## src/rtl/multi_cycle_ctrl.sv

```systemverilog
// multi_cycle_ctrl - Moore control FSM for the multi-cycle CPU.
//
// Sequences PC, IR, ALU, data memory and register file through the
// IF / ID / EXE / MEM / WB phases.  Only the phase register is clocked.
// Every control output is decoded combinationally from that register and
// the IR opcode, so the outputs are settled well before the register file
// samples on the falling edge.
//
// Ports
//   CLK        system clock, state advances on posedge
//   RST        asynchronous, active-low reset (state -> IF)
//   opcode     IR[31:26]
//   zero/sign  ALU flags: result == 0, result[31]
//   state      current state encoding (debug)
//   PCWre      PC loads on next posedge
//   PCSrc      00 pc+4, 01 branch target, 10 rs, 11 jump target
//   IRWre      IR loads on next posedge
//   InsMemRW   instruction memory read
//   ExtSel     1 sign-extend imm, 0 zero-extend
//   ALUSrcA    1 = shamt (unused by this instruction subset, held 0)
//   ALUSrcB    1 = extended imm, 0 = rt
//   ALUOp      000 add, 001 sub, 010 slt, 011 or, 100 and
//   mRD/mWR    data memory read / write
//   DBDataSrc  1 = memory data onto DB, 0 = ALU result
//   RegWre     register file write enable
//   RegDst     00 $31, 01 rt, 10 rd
//   WrRegDSrc  1 = DB, 0 = pc+4
//   illegal_op sticky unknown-opcode flag (only with CTRL_ILLEGAL_OP_EN)
//
// Build option CTRL_ILLEGAL_OP_EN: an unknown opcode in ID raises the
// sticky illegal_op output and parks the FSM in ID with every strobe low
// until RST.  Without it an unknown opcode executes as a NOP.
module multi_cycle_ctrl #(
  parameter int OP_W = 6,
  parameter int ST_W = 3
) (
  input  logic            CLK,
  input  logic            RST,
  input  logic [OP_W-1:0] opcode,
  input  logic            zero,
  input  logic            sign,
  output logic [ST_W-1:0] state,
  output logic            PCWre,
  output logic [1:0]      PCSrc,
  output logic            IRWre,
  output logic            InsMemRW,
  output logic            ExtSel,
  output logic            ALUSrcA,
  output logic            ALUSrcB,
  output logic [2:0]      ALUOp,
  output logic            mRD,
  output logic            mWR,
  output logic            DBDataSrc,
  output logic            RegWre,
  output logic [1:0]      RegDst,
`ifdef CTRL_ILLEGAL_OP_EN
  output logic            illegal_op,
`endif
  output logic            WrRegDSrc
);

  typedef enum logic [ST_W-1:0] {
    S_IF     = 3'b000,
    S_ID     = 3'b001,
    S_EXE_LS = 3'b010,
    S_MEM    = 3'b011,
    S_WB_LD  = 3'b100,
    S_EXE_BR = 3'b101,
    S_EXE_AL = 3'b110,
    S_WB_AL  = 3'b111
  } state_t;

  localparam logic [OP_W-1:0] OP_ADD   = 6'b000000;
  localparam logic [OP_W-1:0] OP_SUB   = 6'b000001;
  localparam logic [OP_W-1:0] OP_ADDIU = 6'b000010;
  localparam logic [OP_W-1:0] OP_AND   = 6'b010000;
  localparam logic [OP_W-1:0] OP_ANDI  = 6'b010001;
  localparam logic [OP_W-1:0] OP_ORI   = 6'b010010;
  localparam logic [OP_W-1:0] OP_SLT   = 6'b100110;
  localparam logic [OP_W-1:0] OP_SLTI  = 6'b100111;
  localparam logic [OP_W-1:0] OP_SW    = 6'b110000;
  localparam logic [OP_W-1:0] OP_LW    = 6'b110001;
  localparam logic [OP_W-1:0] OP_BEQ   = 6'b110100;
  localparam logic [OP_W-1:0] OP_BNE   = 6'b110101;
  localparam logic [OP_W-1:0] OP_BLTZ  = 6'b110110;
  localparam logic [OP_W-1:0] OP_J     = 6'b111000;
  localparam logic [OP_W-1:0] OP_JR    = 6'b111001;
  localparam logic [OP_W-1:0] OP_JAL   = 6'b111010;
  localparam logic [OP_W-1:0] OP_HALT  = 6'b111111;

  state_t curState;

  // Opcode classes
  logic isRAlu, isIAlu, isAlu, isBr, isLs, isJmp, isHalt, opKnown;
  logic brTaken;
  logic idLive;

  assign isRAlu  = (opcode == OP_ADD) || (opcode == OP_SUB) ||
                   (opcode == OP_AND) || (opcode == OP_SLT);
  assign isIAlu  = (opcode == OP_ADDIU) || (opcode == OP_ANDI) ||
                   (opcode == OP_ORI)   || (opcode == OP_SLTI);
  assign isAlu   = isRAlu || isIAlu;
  assign isBr    = (opcode == OP_BEQ) || (opcode == OP_BNE) || (opcode == OP_BLTZ);
  assign isLs    = (opcode == OP_SW) || (opcode == OP_LW);
  assign isJmp   = (opcode == OP_J) || (opcode == OP_JR) || (opcode == OP_JAL);
  assign isHalt  = (opcode == OP_HALT);
  assign opKnown = isAlu || isBr || isLs || isJmp || isHalt;

  assign brTaken = ((opcode == OP_BEQ)  &&  zero) ||
                   ((opcode == OP_BNE)  && !zero) ||
                   ((opcode == OP_BLTZ) &&  sign);

  // Once an illegal opcode has been latched, ID decodes nothing at all,
  // whatever the IR now holds.
`ifdef CTRL_ILLEGAL_OP_EN
  assign idLive = !illegal_op;
`else
  assign idLive = 1'b1;
`endif

  assign state = curState;

  // ALU operation for the arithmetic/logic instructions; loads and
  // stores fall through to add for address generation.
  function automatic logic [2:0] aluOpOf(input logic [OP_W-1:0] op);
    logic [2:0] r;
    r = 3'b000;
    if ((op == OP_SUB))                        r = 3'b001;
    else if ((op == OP_SLT) || (op == OP_SLTI)) r = 3'b010;
    else if (op == OP_ORI)                     r = 3'b011;
    else if ((op == OP_AND) || (op == OP_ANDI)) r = 3'b100;
    return r;
  endfunction

  // ---- state register ----
  always_ff @(posedge CLK or negedge RST) begin
    if (!RST) begin
      curState <= S_IF;
`ifdef CTRL_ILLEGAL_OP_EN
      illegal_op <= 1'b0;
`endif
    end else begin
      case (curState)
        S_IF: curState <= S_ID;
        S_ID: begin
`ifdef CTRL_ILLEGAL_OP_EN
          if (illegal_op)   curState <= S_ID;
          else
`endif
          if (isJmp)        curState <= S_IF;
          else if (isHalt)  curState <= S_ID;
          else if (isBr)    curState <= S_EXE_BR;
          else if (isLs)    curState <= S_EXE_LS;
          else if (isAlu)   curState <= S_EXE_AL;
          else begin
`ifdef CTRL_ILLEGAL_OP_EN
            curState   <= S_ID;
            illegal_op <= 1'b1;
`else
            curState <= S_IF;
`endif
          end
        end
        S_EXE_AL: curState <= S_WB_AL;
        S_EXE_LS: curState <= S_MEM;
        S_MEM:    curState <= (opcode == OP_LW) ? S_WB_LD : S_IF;
        default:  curState <= S_IF;
      endcase
    end
  end

  // ---- output decode from state and opcode ----
  always_comb begin
    PCWre     = 1'b0;
    PCSrc     = 2'b00;
    IRWre     = 1'b0;
    InsMemRW  = 1'b0;
    ExtSel    = 1'b0;
    ALUSrcA   = 1'b0;
    ALUSrcB   = 1'b0;
    ALUOp     = 3'b000;
    mRD       = 1'b0;
    mWR       = 1'b0;
    DBDataSrc = 1'b0;
    RegWre    = 1'b0;
    RegDst    = 2'b00;
    WrRegDSrc = 1'b0;
    case (curState)
      S_IF: begin
        IRWre    = 1'b1;
        InsMemRW = 1'b1;
      end
      S_ID: begin
        if (idLive) begin
          if ((opcode == OP_J) || (opcode == OP_JAL)) begin
            PCWre = 1'b1;
            PCSrc = 2'b11;
          end else if (opcode == OP_JR) begin
            PCWre = 1'b1;
            PCSrc = 2'b10;
          end
`ifndef CTRL_ILLEGAL_OP_EN
          else if (!opKnown) begin
            PCWre = 1'b1;   // NOP: step to pc+4
          end
`endif
          // jal links pc+4 into $31 on the ID falling edge
          if (opcode == OP_JAL) begin
            RegWre    = 1'b1;
            RegDst    = 2'b00;
            WrRegDSrc = 1'b0;
          end
        end
      end
      S_EXE_BR: begin
        // bltz compares rs against $0 through the rt path
        ALUOp   = 3'b001;
        ALUSrcB = 1'b0;
        PCWre   = 1'b1;
        PCSrc   = brTaken ? 2'b01 : 2'b00;
      end
      S_EXE_LS: begin
        ALUSrcB = 1'b1;
        ExtSel  = 1'b1;
        ALUOp   = 3'b000;
      end
      S_MEM: begin
        // address generation held so the memory sees a stable address
        ALUSrcB = 1'b1;
        ExtSel  = 1'b1;
        ALUOp   = 3'b000;
        if (opcode == OP_LW) begin
          mRD = 1'b1;
        end else begin
          mWR   = 1'b1;
          PCWre = 1'b1;
          PCSrc = 2'b00;
        end
      end
      S_WB_LD: begin
        mRD       = 1'b1;
        DBDataSrc = 1'b1;
        RegWre    = 1'b1;
        RegDst    = 2'b01;
        WrRegDSrc = 1'b1;
        PCWre     = 1'b1;
        PCSrc     = 2'b00;
      end
      S_EXE_AL, S_WB_AL: begin
        // ALU controls identical in both states so the result stays put
        ALUOp   = aluOpOf(opcode);
        ALUSrcB = isIAlu;
        RegDst  = isIAlu ? 2'b01 : 2'b10;
        ExtSel  = (opcode == OP_ADDIU) || (opcode == OP_SLTI);
        if (curState == S_WB_AL) begin
          RegWre    = 1'b1;
          DBDataSrc = 1'b0;
          WrRegDSrc = 1'b1;
          PCWre     = 1'b1;
          PCSrc     = 2'b00;
        end
      end
      default: ;
    endcase
  end

endmodule

```

## config.mk

```make
export PLATFORM = sky130hd
export DESIGN_NAME = multi_cycle_ctrl
export DESIGN_NICKNAME = d
export VERILOG_FILES = /design/src/rtl/multi_cycle_ctrl.sv
export SDC_FILE = /design/constraint.sdc
export NUM_CORES = 1
export LEC_CHECK = 0
export BUFFER_PORTS_ARGS = -buffer_cell sky130_fd_sc_hd__buf_4
export CORE_ASPECT_RATIO = 1.2
export CORE_MARGIN = 4
export CORE_UTILIZATION = 35
export DETAILED_ROUTE_END_ITERATION = 12
export GPL_TIMING_DRIVEN = 0
export MAX_ROUTING_LAYER = met4
export SYNTH_ARGS = -nofsm -noshare
export SYNTH_HDL_FRONTEND = slang
export SYNTH_SLANG_ARGS = --single-unit
```

## constraint.sdc

```tcl
create_clock -name CLK -period 2 [get_ports CLK]
set_input_delay 0.4 -clock CLK [delete_from_list [all_inputs] [get_ports CLK]]
set_output_delay 0.4 -clock CLK [all_outputs]
set_load 0.02 [all_outputs]
```

==> impl_metrics.csv <==
group,metric,value,unit
final_layout,layout-drive-gt1-share,0.496,
final_layout,nNetsFinal,142,
worst_setup_path,reg2reg_depth,4,
worst_setup_path,reg2reg_from,"state[1]",
routing,vias_per_cell,5.62,
yosys,ys_top_cells_by_area,"dfrtp_1 12%, a21oi_1 7.3%, buf_2 5.7%",
final_layout,utilization,0.620,
floorplanning,die_area,2500,um^2
placed_design,pre_cts_ws,-0.123,ns
clock_network,insertion_delay,0.23,ns
routing,antenna_left,0,
sta,fmax,0.498,GHz
routing,vias,838,
yosys,syn_inst,93,
global_routing,grt_pass1_wl,3300,um
yosys,synth-main-ff-cell,"dfrtp_1",
global_routing,grtUsageMet3,0,
yosys,yosys.cell_types.count,39,
yosys,synth_nets,103,
floorplanning,initial_core_util,0.375,
sta,post-route-min-period,2.01,ns
worst_setup_path,ff2ff_setup_slack,0.60,ns
clock_network,htreeDepth,1,
routing,drt_pass1_iterations,4,
floorplanning,die_w,46.3,um
clock_network,cts_buffers,3,
placed_design,gp_congestion,0.854,
run,drv_cap,0,
yosys,synth-seq-area-share,0.122,
status,failed_checks,"negative setup slack",
global_routing,top_usage_layer,"met2",
worst_setup_path,worst_ep_arrival_time,1.61,ns
final_layout,largest_reg_flops,3,
yosys,ys_seq_elements,3,
placed_design,dp.cells,139,
routing,wl_per_cell,14.5,um
status,outcome,"finished with violations",
yosys,synthArstFlopShare,1.00,
sta,period_share,1.00,
clock_network,clkTransAtPathRegs,0.04,ns
global_routing,use_met2,0.289,
clock_network,cts.sinks,3,
placed_design,dp_hpwl,1470,um
clock_network,root_buffer,"clkbuf_4",
yosys,synth_edf_count,0,
worst_setup_path,cp_slowest_cell,"or4_4",
yosys,synth.cell_area,616,um^2
worst_setup_path,crit_path_end_kind,"output port",
floorplanning,fp.dieH,53.9,um
final_layout,area_growth,65.2,%
sta,hold_viol,0,
global_routing,antenna_found_initial,0,
global_routing,use_met1,0.245,
pwr,peakVddDrop,0.720,mV
yosys,post-synth-top-area-cell,"dfrtp_1",
clock_network,cts_tree,"yes",
sta,rsz0062_at_grt,"true",
worst_setup_path,cp_max_fo,6,
routing,drt_iter0_markers,19,
sta,worst_slack,-0.00690,ns
global_routing,grt_max_degree,12,
clock_network,clock_path_buffers,2,
worst_setup_path,crit_chain,"nand4b_1, or4_4, a21oi_2, o22ai_1, buf_4",
sta,slew_viol_final,0,
final_layout,final_cell_count_no_fill,149,
worst_setup_path,critPathKind,"reg2out",
worst_setup_path,critPathMaxStageDelay,0.45,ns
global_routing,overflow,0,
floorplanning,core,1640,um^2
worst_setup_path,r2r-end,"state[2]",
routing,drt_wl_total,2160,um
worst_setup_path,crit_path_start_kind,"register",
yosys,syn_avg_cell_area,6.62,um^2
global_routing,first_global_vias,738,
worst_hold_path,hold_class,"in2async",
yosys,synth.top_cell.area_share,0.122,
sta,skew,0.00318,ns
global_routing,track_usage,0.181,
pwr,total_leakage_power,0.497,nW
sta,finalSetupViolCount,1,
final_layout,antenna_cells,0,
worst_setup_path,crit_required,1.60,ns
pwr,fin_total_pwr,1.16,mW
routing,drcViolationCount,0,
placed_design,io_buffer_count,28,
floorplanning,num_rows,16,
yosys,synth_warnings,0,
pwr,p_per_area,1140,nW/um^2
floorplanning,top_level_ports,31,
==> repair_timing <==
item                       in CTS  in global routing
setup endpoints to repair      12                  7
hold endpoints to repair        3                  0
setup buffers                   1                  5
hold buffers                    1                  0
gates resized for setup         8                 15
pin swaps                       0                  4
cloned                          0                  0
==> metrics by stage <==
stage / instance area (um^2) / setup TNS, ns / hold WS (ns)
floorplan: 621 / 0 / 0.104
global placement: 853 / -0.172 / 0.190
detailed placement: 853 / -0.266 / 0.190
CTS: 918 / 0 / 0.487
global route: 1020 / -0.160 / 0.522
finish: 1020 / -0.00690 / 0.504
==> critical path, delay by kind of cell, from the launching register on <==
family | cells | cell delay [ns]
AND/OR/NAND/NOR | 2 | 0.56
AO/OA/AOI/OAI | 2 | 0.23
flip-flops | 1 | 0.42
buffers and inverters | 1 | 0.16
==> placed cells by master (no fill, tap or decap), types with 3 or more instances in the layout <==
| master | Yosys | routed |
|---|---|---|
| buf_4 | 2 | 36 |
| nand2_1 | 9 | 9 |
| nor2_1 | 8 | 7 |
| a21oi_1 | 9 | 6 |
| buf_2 | 7 | 5 |
| clkbuf_4 | 0 | 4 |
| nand2b_1 | 4 | 4 |
| a21o_1 | 4 | 4 |
| a21oi_2 | 1 | 4 |
| o21ai_0 | 5 | 4 |
| buf_6 | 1 | 3 |
| and3_1 | 3 | 3 |
==> routing by layer <==
metal	routed length, um	share of wire
met3	153	0.071
met5	0	0
met4	23	0.011
met2	1070	0.50
met1	913	0.42
==> synthesized netlist by cell type (2+ instances only) <==
cell type,n
nor3_1,4
nand4b_1,2
dfrtp_1,3
buf_2,7
nor3b_1,3
nand2_1,9
a21oi_1,9
o21ai_0,5
nand2b_1,4
a21o_1,4
nor2_1,8
clkbuf_1,2
nor4b_1,2
buf_4,2
nand3_1,2
and3_1,3
o21a_1,2
==> worst max path at each step <==
| stage | from | endpoint | slack (ns) | cells past startpoint |
|---|---|---|---|---|
| after detailed placement | opcode[2] | ALUSrcB | -0.12 | 7 |
| final | state[1] | PCWre | -0.007 | 5 |
| after floorplan | state[1] | InsMemRW | 0.07 | 3 |
| after CTS | opcode[2] | ALUSrcB | 0.0001 | 7 |
| after global placement | opcode[2] | ALUSrcB | -0.08 | 7 |
| after global routing | state[1] | PCWre | -0.09 | 5 |
==> final cells by class <==
| cell class | count | area [um^2] |
|---|---|---|
| tap | 18 | 22.5 |
| timing repair buffer | 35 | 269 |
| inverter | 2 | 7.51 |
| multi-input combinational | 76 | 537 |
| buffer | 11 | 77.6 |
| clock buffer | 4 | 26.3 |
| sequential | 3 | 77.6 |
| fill | 152 | 624 |
==> report_power, final <==
| part | total [mW] | internal, mW | switching [mW] |
|---|---|---|---|
| sequential | 0.139 | 0.0895 | 0.0497 |
| combinational | 0.911 | 0.437 | 0.475 |
| clock | 0.104 | 0.0746 | 0.0298 |
==> cells by family (layout without fill, tap and decap cells) <==
family	count (synthesis)	count (layout)	synth area share
compound gates	30	30	0.329
other cells	1	1	0.00609
simple gates	44	44	0.402
flops	3	3	0.122
mux	1	1	0.0163
buf+inv	14	52	0.124
Note: power is estimated with default switching activity, not from simulation.
